`src/rtl/branch_pkg.sv`:
```
// branch_pkg: shared encodings and constants for the branch unit
package branch_pkg;

    typedef enum logic [2:0] {
        F_EQ   = 3'd0,
        F_NE   = 3'd1,
        F_LT   = 3'd2,
        F_LTU  = 3'd3,
        F_GE   = 3'd4,
        F_GEU  = 3'd5,
        F_JMP  = 3'd6,
        F_NONE = 3'd7
    } func_e;

    localparam int PC_INC = 4;

endpackage

```
`src/rtl/branch_if.sv`:
```
// branch_if: request/response handshake bundle between a front end and the branch unit
interface branch_if #(
    parameter int XLEN = 32
);
    logic            flush;
    logic            in_valid;
    logic            in_ready;
    logic [2:0]      in_func;
    logic [XLEN-1:0] in_a;
    logic [XLEN-1:0] in_b;
    logic [XLEN-1:0] in_pc;
    logic [XLEN-1:0] in_imm;
    logic            in_pred_taken;
    logic            out_valid;
    logic            out_ready;
    logic            out_taken;
    logic [XLEN-1:0] out_next_pc;
    logic            out_mispredict;
    logic            out_misalign;

    modport master (
        output flush, in_valid, in_func, in_a, in_b, in_pc, in_imm, in_pred_taken, out_ready,
        input  in_ready, out_valid, out_taken, out_next_pc, out_mispredict, out_misalign
    );

    modport slave (
        input  flush, in_valid, in_func, in_a, in_b, in_pc, in_imm, in_pred_taken, out_ready,
        output in_ready, out_valid, out_taken, out_next_pc, out_mispredict, out_misalign
    );

endinterface

```
`src/rtl/branch_cmp.sv`:
```
// branch_cmp: combinational branch condition evaluation
module branch_cmp
    import branch_pkg::*;
#(
    parameter int XLEN = 32
) (
    input  logic [XLEN-1:0] a,
    input  logic [XLEN-1:0] b,
    input  logic [2:0]      func,
    output logic            taken
);
    func_e f;
    logic  eq, lt, ltu;

    assign f   = func_e'(func);
    assign eq  = a == b;
    assign lt  = $signed(a) < $signed(b);
    assign ltu = a < b;

    // select the condition named by func; NONE falls through to never taken
    always_comb begin
        taken = f == F_EQ  ? eq   :
                f == F_NE  ? !eq  :
                f == F_LT  ? lt   :
                f == F_LTU ? ltu  :
                f == F_GE  ? !lt  :
                f == F_GEU ? !ltu :
                f == F_JMP;
    end

endmodule

```
`src/rtl/branch_unit.sv`:
```
// branch_unit: two-stage branch resolver with stall, flush and saturating statistics
module branch_unit
    import branch_pkg::*;
#(
    parameter int XLEN  = 32,
    parameter int CNT_W = 32
) (
    input  logic             clk,
    input  logic             rst_n,
    input  logic             cnt_clr,
    branch_if.slave          bus,
    output logic [CNT_W-1:0] br_count,
    output logic [CNT_W-1:0] mis_count
);
    logic            stall, fire, cmp_taken;
    logic            s1_valid, s1_taken, s1_pred;
    logic [XLEN-1:0] s1_pc, s1_imm, next_pc;

    assign stall        = bus.out_valid && !bus.out_ready;
    assign bus.in_ready = !stall && !bus.flush;
    // an entry sitting at the output while flush is high is killed, not counted
    assign fire         = bus.out_valid && bus.out_ready && !bus.flush;
    assign next_pc      = s1_taken ? s1_pc + s1_imm : s1_pc + XLEN'(PC_INC);

    branch_cmp #(.XLEN(XLEN)) u_cmp (
        .a    (bus.in_a),
        .b    (bus.in_b),
        .func (bus.in_func),
        .taken(cmp_taken)
    );

    // stage 1: capture the compare result and target operands
    always_ff @(posedge clk or negedge rst_n) begin
        if (!rst_n) begin
            s1_valid <= 1'b0;
            s1_taken <= 1'b0;
            s1_pred  <= 1'b0;
            s1_pc    <= '0;
            s1_imm   <= '0;
        end else begin
            if (!stall) begin
                s1_valid <= bus.in_valid && bus.in_ready;
                s1_taken <= cmp_taken;
                s1_pred  <= bus.in_pred_taken;
                s1_pc    <= bus.in_pc;
                s1_imm   <= bus.in_imm;
            end
            if (bus.flush) s1_valid <= 1'b0;
        end
    end

    // stage 2: resolve next PC and prediction outcome into the output registers
    always_ff @(posedge clk or negedge rst_n) begin
        if (!rst_n) begin
            bus.out_valid      <= 1'b0;
            bus.out_taken      <= 1'b0;
            bus.out_next_pc    <= '0;
            bus.out_mispredict <= 1'b0;
            bus.out_misalign   <= 1'b0;
        end else begin
            if (!stall) begin
                bus.out_valid      <= s1_valid;
                bus.out_taken      <= s1_taken;
                bus.out_next_pc    <= next_pc;
                bus.out_mispredict <= s1_taken != s1_pred;
                bus.out_misalign   <= s1_taken && next_pc[1:0] != 2'b00;
            end
            if (bus.flush) bus.out_valid <= 1'b0;
        end
    end

    // saturating statistics; a clear beats a coincident increment
    always_ff @(posedge clk or negedge rst_n) begin
        if (!rst_n) begin
            br_count  <= '0;
            mis_count <= '0;
        end else if (cnt_clr) begin
            br_count  <= '0;
            mis_count <= '0;
        end else if (fire) begin
            br_count  <= br_count == '1 ? br_count : br_count + CNT_W'(1);
            mis_count <= !bus.out_mispredict || mis_count == '1 ? mis_count : mis_count + CNT_W'(1);
        end
    end

endmodule

```
`src/flat_wrapper.sv`:
```
// flat-port wrapper written by rule: the top's interface ports become plain ports
module branch_unit_flat import branch_pkg::*;
#(
    parameter int XLEN  = 32,
    parameter int CNT_W = 32
)
  (clk, rst_n, cnt_clr, br_count, mis_count, bus_flush, bus_in_valid, bus_in_func, bus_in_a, bus_in_b, bus_in_pc, bus_in_imm, bus_in_pred_taken, bus_out_ready, bus_in_ready, bus_out_valid, bus_out_taken, bus_out_next_pc, bus_out_mispredict, bus_out_misalign);
  branch_if #(.XLEN(XLEN)) bus_i ();
  input  logic clk;
  input  logic rst_n;
  input  logic cnt_clr;
  output logic [CNT_W-1:0] br_count;
  output logic [CNT_W-1:0] mis_count;
  input wire logic [$bits(bus_i.flush)-1:0] bus_flush;
  input wire logic [$bits(bus_i.in_valid)-1:0] bus_in_valid;
  input wire logic [$bits(bus_i.in_func)-1:0] bus_in_func;
  input wire logic [$bits(bus_i.in_a)-1:0] bus_in_a;
  input wire logic [$bits(bus_i.in_b)-1:0] bus_in_b;
  input wire logic [$bits(bus_i.in_pc)-1:0] bus_in_pc;
  input wire logic [$bits(bus_i.in_imm)-1:0] bus_in_imm;
  input wire logic [$bits(bus_i.in_pred_taken)-1:0] bus_in_pred_taken;
  input wire logic [$bits(bus_i.out_ready)-1:0] bus_out_ready;
  output wire logic [$bits(bus_i.in_ready)-1:0] bus_in_ready;
  output wire logic [$bits(bus_i.out_valid)-1:0] bus_out_valid;
  output wire logic [$bits(bus_i.out_taken)-1:0] bus_out_taken;
  output wire logic [$bits(bus_i.out_next_pc)-1:0] bus_out_next_pc;
  output wire logic [$bits(bus_i.out_mispredict)-1:0] bus_out_mispredict;
  output wire logic [$bits(bus_i.out_misalign)-1:0] bus_out_misalign;
  assign bus_i.flush = bus_flush;
  assign bus_i.in_valid = bus_in_valid;
  assign bus_i.in_func = bus_in_func;
  assign bus_i.in_a = bus_in_a;
  assign bus_i.in_b = bus_in_b;
  assign bus_i.in_pc = bus_in_pc;
  assign bus_i.in_imm = bus_in_imm;
  assign bus_i.in_pred_taken = bus_in_pred_taken;
  assign bus_i.out_ready = bus_out_ready;
  assign bus_in_ready = bus_i.in_ready;
  assign bus_out_valid = bus_i.out_valid;
  assign bus_out_taken = bus_i.out_taken;
  assign bus_out_next_pc = bus_i.out_next_pc;
  assign bus_out_mispredict = bus_i.out_mispredict;
  assign bus_out_misalign = bus_i.out_misalign;
  branch_unit #(.XLEN(XLEN), .CNT_W(CNT_W)) u_core (.clk(clk), .rst_n(rst_n), .cnt_clr(cnt_clr), .bus(bus_i), .br_count(br_count), .mis_count(mis_count));
endmodule
```
`config.mk`:
```
export PLATFORM = sky130hd
export DESIGN_NAME = branch_unit_flat
export DESIGN_NICKNAME = d
export VERILOG_FILES = /design/src/rtl/branch_pkg.sv /design/src/rtl/branch_if.sv /design/src/rtl/branch_cmp.sv /design/src/rtl/branch_unit.sv /design/src/flat_wrapper.sv
export SDC_FILE = /design/constraint.sdc
export NUM_CORES = 1
export LEC_CHECK = 0
export CORE_MARGIN = 2
export CORE_UTILIZATION = 61
export DETAILED_ROUTE_END_ITERATION = 16
export DONT_BUFFER_PORTS = 1
export PLACE_DENSITY = 0.79
export SLEW_MARGIN = 25
export SYNTH_ARGS = -nofsm -noshare
export SYNTH_HDL_FRONTEND = slang
export SYNTH_SLANG_ARGS = --single-unit
```
`constraint.sdc`:
```
create_clock -name clk -period 3.95 [get_ports clk]
set_clock_uncertainty 0.2 [all_clocks]
set_input_delay 0.9875 -clock clk [delete_from_list [all_inputs] [get_ports clk]]
set_output_delay 0.9875 -clock clk [all_outputs]
set_load 0.02 [all_outputs]
```
* After elaboration in Yosys (flattened, before gate mapping) *
Cells that the tools add are included.

operators by class
  add/sub/neg operators = 4
  order comparisons = 2
  equal/unequal tests = 13
  mux-type cells = 17
  reduce and logical (&&, ||, !) cells = 19

operators with widths
  kind                                           number
  2-to-1 mux 32 bit                              7
  adder 32 x 1 -> 32 bit, second input constant  2
  == test 32 bit, second input constant          2
  < comparator 32 bit                            2
  adder 32 x 3 -> 32 bit, second input constant  1
  adder 32 bit                                   1
  == test 32 bit                                 1
  2-to-1 mux 1 bit                               10
  == test 3 bit, second input constant           3
  logical NOT 1 bit                              7
  == test 3 x 2 -> 1 bit, second input constant  2
  logical AND 1 bit                              6
  != test 2 bit, second input constant           3
  AND reduction 2 bit                            2
  nonzero test 2 bit                             2
  == test 3 x 1 -> 1 bit, second input constant  1
  logical NOT 3 bit                              1
  logical OR 1 bit                               1
  != test 1 bit                                  1

word-level totals
  flip-flop bits (word level) = 167
  output and inout bits = 101

* Longest topological paths before layout *
Gate-level depths: netlist of run 1.

  depth after elaboration = 8
  gate-level depth with buffers = 11
  gate-level depth less buffers = 11

* Hierarchy *
A second synthesis of run 1 with hierarchy kept.

second synthesis, totals
  cells, all modules = 1,238
  area, all modules = 10,411.2 sq um

modules (own cells, without submodules)
  module       times used  cells an instance  area an instance (sq um)
  branch_unit  1           1,116              9,494.1
  branch_cmp   1           122                917.1

* Least setup slack after synthesis of run 1 *
No wires, ideal clock.

  path type = in2reg
  start = in bus_in_b[1]
  end = reg u_core.s1_taken
  setup time = 0.066 ns
  arrival time = 3.200 ns
  data required time = 3.684 ns
  slack = 0.484 ns
  cell stages on the path = 11
  path buffers = 0
  cell sequence = inv_1 -> ha_1 -> nor2b_1 -> o21a_1 -> o21ai_0 -> a211oi_1 -> or4_1 -> a21oi_2 -> mux2_2 -> a221oi_1 -> a22o_1

between the ends
  cells in the longest elaborated chain, start to end = 8
  elaborated cells between the ends (all ways) = 12
  those cells by class = order compare (2); eq/ne (1); mux (6); reduce/logical (3)

RTL lines
  item                    RTL line            RTL
  start: declaration      flat_wrapper.sv:18  input wire logic [$bits(bus_i.in_b)-1:0] bus_in_b;
  < comparator 32 bit     branch_cmp.sv:18    assign ltu = a < b;
  logical NOT 1 bit       branch_cmp.sv:27    f == F_GEU ? !ltu :
  2-to-1 mux 1 bit        branch_cmp.sv:27
  2-to-1 mux 1 bit        branch_cmp.sv:26    f == F_GE ? !lt :
  2-to-1 mux 1 bit        branch_cmp.sv:25    f == F_LTU ? ltu :
  2-to-1 mux 1 bit        branch_cmp.sv:24    f == F_LT ? lt :
  2-to-1 mux 1 bit        branch_cmp.sv:23    f == F_NE ? !eq :
  2-to-1 mux 1 bit *      branch_cmp.sv:22    taken = f == F_EQ ? eq :
  end signal: assignment  branch_unit.sv:43   s1_taken <= cmp_taken;
  end: declaration        branch_unit.sv:16   logic s1_valid, s1_taken, s1_pred;

Every way passes the cells marked *; elsewhere a longest branch is shown, timed or not.
A chain may end at the register's enable or synchronous reset.

* Worst setup path in the final report of run 1 *
  start = reg u_core.s1_pc[0]
  end = reg u_core.bus.out_next_pc[28]

between the ends
  cells in the longest elaborated chain, start to end = 2
  elaborated cells between the ends (all ways) = 3
  those cells by class = add/sub (2); mux (1)

RTL lines
  item                                                    RTL line           RTL
  start: declaration                                      branch_unit.sv:17  logic [XLEN-1:0] s1_pc, s1_imm, next_pc;
  start signal: assignment                                branch_unit.sv:45  s1_pc <= bus.in_pc;
  adder 32 x 3 -> 32 bit or adder 32 bit (tied branches)  branch_unit.sv:23  assign next_pc = s1_taken ? s1_pc + s1_imm : s1_pc + XLEN'(PC_INC);
  2-to-1 mux 32 bit *                                     branch_unit.sv:23
  end signal: assignment                                  branch_unit.sv:64  bus.out_next_pc <= next_pc;
  end: declaration                                        branch_if.sv:28    output in_ready, out_valid, out_taken, out_next_pc, out_mispredict, out_misalign

Marked as above.

==> summary.txt, run 1 <==
Synthesis
  • Ys async rst share: 100%
  • Synth Cell Area: slightly above 10000 µm²
  • Synthesized Nets: 1378
  • Synth cell types: 66
  • Post-Syn Area per Cell: 8.64 µm²
  • Yosys warns: 0
  • Yosys reg bits: 167
  • Number of synthesized flops with an enable pin: 0
  • Sequential share of the synthesized area: around two fifths
  • Synthesized instance count: around 1200
  • Main flop type after synthesis: dfrtp_1

Timing
  • Slew margin rel.: 31.4%
  • Minimum clock period: 3.24 ns
  • Tcrit/Tclk final: 82.1%
  • TNS Setup: 0 ns
  • Slew Viols, Final: 0
  • Final Hold Fails: 0
  • Slew @ Worst Pin: 1.03 ns
  • Highest Clock Rate: 308 MHz
  • RSZ-0062 raised after global routing: no
  • Final setup fails: 0
  • Final setup margin: 0.706 ns

Clock tree
  • Clock Path Buffers: 2
  • Sink Count: ~170
  • Hold-fix buffers, CTS: 0
  • H-tree depth: 4
  • Post-CTS setup buffer count: 0
  • Worst-Skew Late Latency: 0.42 ns
  • Resize count post-CTS: 0
  • Clk root buf: clkbuf_16
  • CTS tree: done
  • Clock Pin Slew Worst Setup and Hold Paths: 0.07 ns
  • CTS buffer count: 17

Worst setup path
  • Critical path arrival: roughly 3.4 ns
  • Critical path startpoint: u_core.s1_pc[0]
  • Critical Path End: u_core.bus.out_next_pc[28]
  • Critical R2R Capture: u_core.bus.out_next_pc[28]
  • Worst endpoint required time: approximately 4 ns
  • Crit Path Category: reg -> reg
  • Startpoint types: register
  • R2r setup slk: 0.71 ns
  • R2R depth: 11
  • Crit Reg-Reg Startpoint: u_core.s1_pc[0]
  • CP Max Fanout: 4
  • Setup crit end kind: register

Pwr
  • P_int: 3.14 mW
  • Logic pwr share: 16.1%
  • Clock power share: 37.1%
  • Sw power: 1.42 mW
  • Share of power burned in registers: 46.8%
  • Power density over cell area: 418 nW/µm²
  • Pleak: slightly above 5 nW
  • Maximum VDD drop: approximately 0.00034 V
  • Sw frac: 31.1%
  • Total power: 4.56 mW

Cells and area
  • Final cell utilization of the core: 66.5%
  • Area grow syn2layout: 7.59%
  • Multi-input logic area: ~5700 µm²
  • Antenna diodes: 0
  • Proportion of layout cells with a drive suffix above 1: 5.90%
  • Layout filler cell count: ~1300
  • Nets: 1361
  • FF/Latch Area: ~4200 µm²
  • Design area: 10900 µm²

Placed design
  • Dpl hpwl: 16200 µm
  • IO Port Bufs: 0
  • Routability cong.: roughly 0.88
  • Post-DP Area: 10300 µm²
  • Dpl ws: 0.343 ns

Hold path
  • Worst hold path class: in -> async

GRT
  • First-pass GRT wire length: between 30000 and 40000 µm
  • Vias in the first global route: roughly 7800
  • Pin count of the biggest net entering global routing: 168
  • GR Overflow Total: 0
  • All-Layer GR Usage: 26.0%
  • Initial antenna violation count: 0

Floorplan
  • Die Y: between 100 and 150 µm
  • I/O pins: 239
  • Initial Util: between 60 and 70%
  • # rows: 47
  • Die ar.: 17700 µm²
  • Area of the core: 16400 µm²
  • Chip width: 133 µm

Detailed routing
  • Iteration-0 DRC Markers: 329
  • # DRC: 0
  • Final ANT Viol Nets: 0
  • Detailed-router iteration count before antenna repair: 5
  • WL/cell: ~16 µm
  • WL final: 22700 µm
  • Via count: 8043
  • Via density per instance: 5.79

Status
  • Status: finished, final reports clean

Flow run
  • MaxCap Viol Count: 0
-- kinds of logic (layout without fill, tap and decap cells) --
group | count (synthesis) | in the layout | synth area share (%)
AOI/OAI and AO/OA | 190 | 190 | 12.2
buffers and inverters | 83 | 79 | 3.10
muxes | 10 | 10 | 1.04
DFF | 167 | 167 | 41.2
xor gates and xnor gates | 108 | 108 | 9.33
adders and majority gates | 67 | 67 | 8.35
and+or+nand+nor | 548 | 548 | 24.7
-- metrics by stage --
stage | hold WS (ns) | cells
after floorplan | 0.245 | 1173
after global placement | 0.261 | 1357
after detailed placement | 0.262 | 1357
after CTS | 0.0374 | 1389
after global routing | 0.0328 | 1389
final | 0.0483 | 1389
-- power by group through the flow --
stage | clock [mW] | combinational, mW | sequential [mW]
after floorplan | 0 | 0.605 | 2.11
after global placement | 0 | 0.709 | 2.17
after detailed placement | 0 | 0.728 | 2.17
after CTS | 1.71 | 0.734 | 2.14
after global routing | 1.77 | 0.835 | 2.16
final | 1.69 | 0.735 | 2.14
-- registers in the layout, indices dropped and copies added, names as in the netlist --
register	cells
u_core.s1_valid	1
u_core.bus.out_next_pc	32
u_core.mis_count	32
u_core.bus.out_mispredict	1
u_core.bus.out_misalign	1
u_core.s1_pc	32
u_core.br_count	32
u_core.s1_taken	1
u_core.s1_pred	1
u_core.bus.out_taken	1
u_core.s1_imm	32
u_core.bus.out_valid	1
-- cell usage in the layout (no fill, tap or decap), drive strengths merged, types with 6 or more instances in the layout --
master / instances
a21oi: 65
dfrtp: 167
and2: 9
inv: 49
a21o: 21
o21ai: 45
xor2: 68
a31oi: 8
and3: 15
ha: 66
clkbuf: 18
nor2b: 12
and4: 20
o21bai: 7
nor3: 15
nand4: 25
or3: 7
xnor2: 40
nor2: 114
nand2: 277
mux2i: 6
a211oi: 10
nand3: 40
-- worst max-delay path, stage by stage, from the launching register on --
cell and delay (ns):
dfrtp_1 0.40, ha_1 0.24, fa_1 0.44, a211oi_1 0.30, nor2_1 0.12, o31ai_1 0.25, a21boi_1 0.19, a21o_1 0.23
a21oi_2 0.21, nor4b_1 0.28, o31a_1 0.19, o21ai_1 0.08
-- per-layer routing --
metal	vias up	GRT usage, %	part of all wire (%)
met4	0	8.42	1.6
met5	-	0	0
li1	3964	-	-
met2	211	43.9	49
met1	3835	32.0	42
met3	33	7.93	7.4
-- how the worst min path moves through the flow --
| stage | startpoint | endpoint | slack [ns] | cells after the start |
|---|---|---|---|---|
| 2_1_floorplan | u_core.s1_imm[0] | u_core.s1_imm[0] | 0.25 | 2 |
| 3_3_place_gp | u_core.s1_imm[0] | u_core.s1_imm[0] | 0.26 | 2 |
| 3_5_place_dp | u_core.s1_imm[29] | u_core.s1_imm[29] | 0.26 | 2 |
| 4_1_cts | rst_n | u_core.br_count[14] | 0.04 | 0 |
| 5_1_grt | rst_n | u_core.br_count[19] | 0.03 | 0 |
| 6_report | rst_n | u_core.br_count[21] | 0.05 | 0 |
-- synthesized netlist by cell type, drive strengths merged (2+ instances only) --
cell,number,area (µm²)
a22oi,2,15.0
nand2b,4,25.0
or3,7,43.8
a221oi,3,26.3
and4,20,175
nand3,40,210
nand4,25,169
a31oi,8,56.3
dfrtp,167,4180
a21o,21,158
a21oi,65,337
a221o,3,30.0
nor2,114,430
inv,44,165
o31ai,3,27.5
mux2,4,45.0
and3,15,93.8
o21a,4,30.0
xor2,68,596
or2,3,18.8
a211oi,10,95.1
xnor2,40,350
o211ai,2,15.0
nor3,15,106
clkbuf,36,135
nor2b,12,75.1
ha,66,826
and2,9,56.3
o21bai,7,52.6
mux2i,6,60.1
a21boi,4,30.0
nand2,277,1040
o22ai,3,18.8
buf,3,13.8
o21ai,45,236
-- final cells by class --
| class | instances | share of cell area [%] |
|---|---|---|
| multi-input cells | 923 | 51.9 |
| well taps | 220 | 2.52 |
| inverters | 44 | 1.51 |
| repair buffers | 3 | 0.241 |
| clock inverters | 14 | 1.49 |
| clock buffers | 18 | 4.03 |
| flip-flops and latches | 167 | 38.3 |
(Power assumes the default switching activity.)
==> inputs of run 2 (changes only) <==
- clock period: 3.95 -> 3.4 ns (I/O delays scaled with it)
==> run 2 against run 1 <==
  * Critical endpoint is now u_core.bus.out_next_pc[16]
  * Die area is the same
  * Fmax increased by 1.5%
  * The flow now finishes with violations (negative hold slack)
  * Power grew 18%
  * Flip-flop and latch count stayed put
  * Final cell count increased by 0.58%
  * Via count grew 0.96%
  * Non-clock buffer count increased by 8
  * Critical path depth did not move
  * Register-to-register slack got worse by 0.50 ns
  * Clock-buffer cell count is the same
  * Utilization rose by 0.56 points
  * First-iteration DRC count grew 34%
==> summary.txt, run 2 (synthesis gave the netlist of run 1 again) <==
Status
  • Status: complete, but fails checks
  • Failing checks: negative hold slack

Cells and area
  • FF/Latch Area: 4180 µm² (unchanged)
  • Most frequent cells in the layout: nand2_1 (277), dfrtp_1 (167), nor2_1 (113)
  • Most common cell after layout, fill and taps aside: nand2_1
  • Design area: 11000 µm² (+0.85%)
  • Nets: 1369 (+0.59%)
  • Area grow syn2layout: 8.51%
  • Layout filler cell count: 1334 (-0.74%)
  • Antenna diodes: 0 (unchanged)
  • Multi-input logic area: 5670 µm² (+0.27%)
  • Proportion of layout cells with a drive suffix above 1: 6.80% (+0.89 points)

Pwr
  • Sw frac: 30.5% (-0.56 points)
  • Pleak: 5.19 nW (+1.2%)
  • Share of power burned in registers: 46.2% (-0.6 points)
  • Clock power share: 37.4% (+0.3 points)
  • P_int: 3.73 mW (+19%)
  • Logic pwr share: 16.4% (+0.3 points)
  • Maximum VDD drop: 0.000460 V (+35%)
  • Total power: 5.36 mW (+18%)
  • Sw power: 1.64 mW (+15%)
  • Power density over cell area: 488 nW/µm² (+17%)

Detailed routing
  • Via density per instance: 5.81 (+0.38%)
  • Via count: 8120 (+0.96%)
  • WL final: 23200 µm (+2.4%)
  • Iteration-0 DRC Markers: 440 (+34%)
  • WL/cell: 16.6 µm (+1.8%)
  • Final ANT Viol Nets: 0 (unchanged)
  • Detailed-router iteration count before antenna repair: 5 (unchanged)
  • # DRC: 0 (unchanged)

Hold path
  • Worst hold path class: in -> async

Floorplan
  • # rows: 47 (unchanged)
  • Die Y: 133 µm (unchanged)
  • Area of the core: 16400 µm² (unchanged)
  • Initial Util: 61.8% (unchanged)
  • Die ar.: 17700 µm² (unchanged)
  • Chip width: 133 µm (unchanged)
  • I/O pins: 239 (unchanged)

Placed design
  • Dpl hpwl: 16700 µm (+3.2%)
  • Dpl ws: -0.182 ns (-0.525 ns)
  • IO Port Bufs: 0 (unchanged)
  • Post-DP Area: 10400 µm² (+0.70%)
  • Routability cong.: 0.867 (-1.1%)

GRT
  • Vias in the first global route: 8076 (+4.1%)
  • GR Overflow Total: 0 (unchanged)
  • Initial antenna violation count: 0 (unchanged)
  • All-Layer GR Usage: 26.6% (+0.60 points)
  • First-pass GRT wire length: 38200 µm (+2.1%)
  • Pin count of the biggest net entering global routing: 168 (unchanged)

Clock tree
  • CTS tree: done
  • Worst-Skew Late Latency: 0.43 ns (about the same)
  • H-tree depth: 4 (unchanged)
  • Clk root buf: clkbuf_16
  • CTS buffer count: 17 (unchanged)
  • Clock Path Buffers: 2 (unchanged)
  • Clock Pin Slew Worst Setup and Hold Paths: 0.07 ns (about the same)
  • Sink Count: 167 (unchanged)

Timing
  • Tcrit/Tclk final: 94.0% (+12 points)
  • RSZ-0062 raised after global routing: no
  • TNS Setup: 0 ns (unchanged)
  • Slew Viols, Final: 0 (unchanged)
  • Slew margin rel.: 49.1% (+18 points)
  • Minimum clock period: 3.20 ns (-0.0468 ns)
  • Final setup fails: 0 (unchanged)
  • Slew @ Worst Pin: 0.763 ns (-0.266 ns)
  • Highest Clock Rate: 313 MHz (+1.5%)
  • Final setup margin: 0.203 ns (-0.503 ns)
  • Final hold slack: -0.0913 ns (-0.140 ns)
  • Final Hold Fails: 167 (+167)

Worst setup path
  • Crit Path Category: reg -> reg
  • Setup crit end kind: register
  • Critical path arrival: 3.29 ns (-0.06 ns)
  • Startpoint types: register
  • Worst endpoint required time: 3.49 ns (-0.57 ns)
  • CP Max Fanout: 4 (unchanged)

Flow run
  • MaxCap Viol Count: 0 (unchanged)
run 2: cell count changes in the layout (fill, tap and decap cells not counted), moves of 2 or more:
cell        delta
buf_4          +8
clkinv_2       +4
clkinv_4       -2
clkinvlp_4     -2
run 2: worst max-delay path: stages, from the launching register on:
cell,delay (ns)
dfrtp_1,0.39
ha_1,0.25
fa_1,0.44
a211oi_2,0.27
nor2_1,0.10
o31ai_1,0.29
a21boi_1,0.22
o21ai_1,0.22
a21boi_0,0.13
or3_1,0.31
a31oi_1,0.17
o21ai_1,0.07
run 2: per-layer routing:
layer	track usage [%]	up-vias	share of wire [%]
met5	0	-	0
met4	10.5	0	2.5
met3	7.89	44	7.6
met2	44.4	233	48
met1	32.5	3865	42
li1	-	3978	-
run 2: cell type report:
cell class / instances / area share, %
Multi-Input combinational cell: 923 / 51.6
Sequential cell: 167 / 38.0
Clock buffer: 18 / 3.99
Tap cell: 220 / 2.50
Clock inverter: 14 / 1.56
Inverter: 44 / 1.50
Timing Repair Buffer: 11 / 0.865
run 2: path summary, 6_finish.rpt:
kind                                   startpoint                         end  slack [ns]  cells after the start
worst min register to register  u_core.s1_imm[13]           u_core.s1_imm[13]        0.28                      2
worst max register to register   u_core.s1_imm[0]  u_core.bus.out_next_pc[16]        0.20                     11
min in group clk                u_core.s1_imm[13]           u_core.s1_imm[13]        0.28                      2
max in group asynchronous                   rst_n            u_core.s1_pc[10]        2.78                      0
worst max-delay path             u_core.s1_imm[0]  u_core.bus.out_next_pc[16]        0.20                     11
worst min-delay path                        rst_n         u_core.br_count[21]       -0.09                      0
run 2: timing repair:
action,in CTS,in global routing
hold endpoints to repair,167,167
gates resized for setup,0,3
setup endpoints to repair,0,4
setup buffers,0,0
run 2: power by group through the flow:
stage	logic (mW)	clock network (mW)	registers, mW
after floorplan	0.703	0	2.45
after global placement	0.834	0	2.51
after detailed placement	0.862	0	2.51
after CTS	0.870	2.04	2.48
after global routing	0.990	2.12	2.50
final	0.877	2.01	2.48
run 2: through the flow:
step | utilization [%] | cells | hold slack [ns]
after CTS | 66.9 | 1397 | -0.103
after global routing | 67.0 | 1397 | -0.110
after global placement | 63.2 | 1365 | 0.264
after detailed placement | 63.2 | 1365 | 0.268
after floorplan | - | 1173 | 0.245
final | 67.0 | 1397 | -0.0913
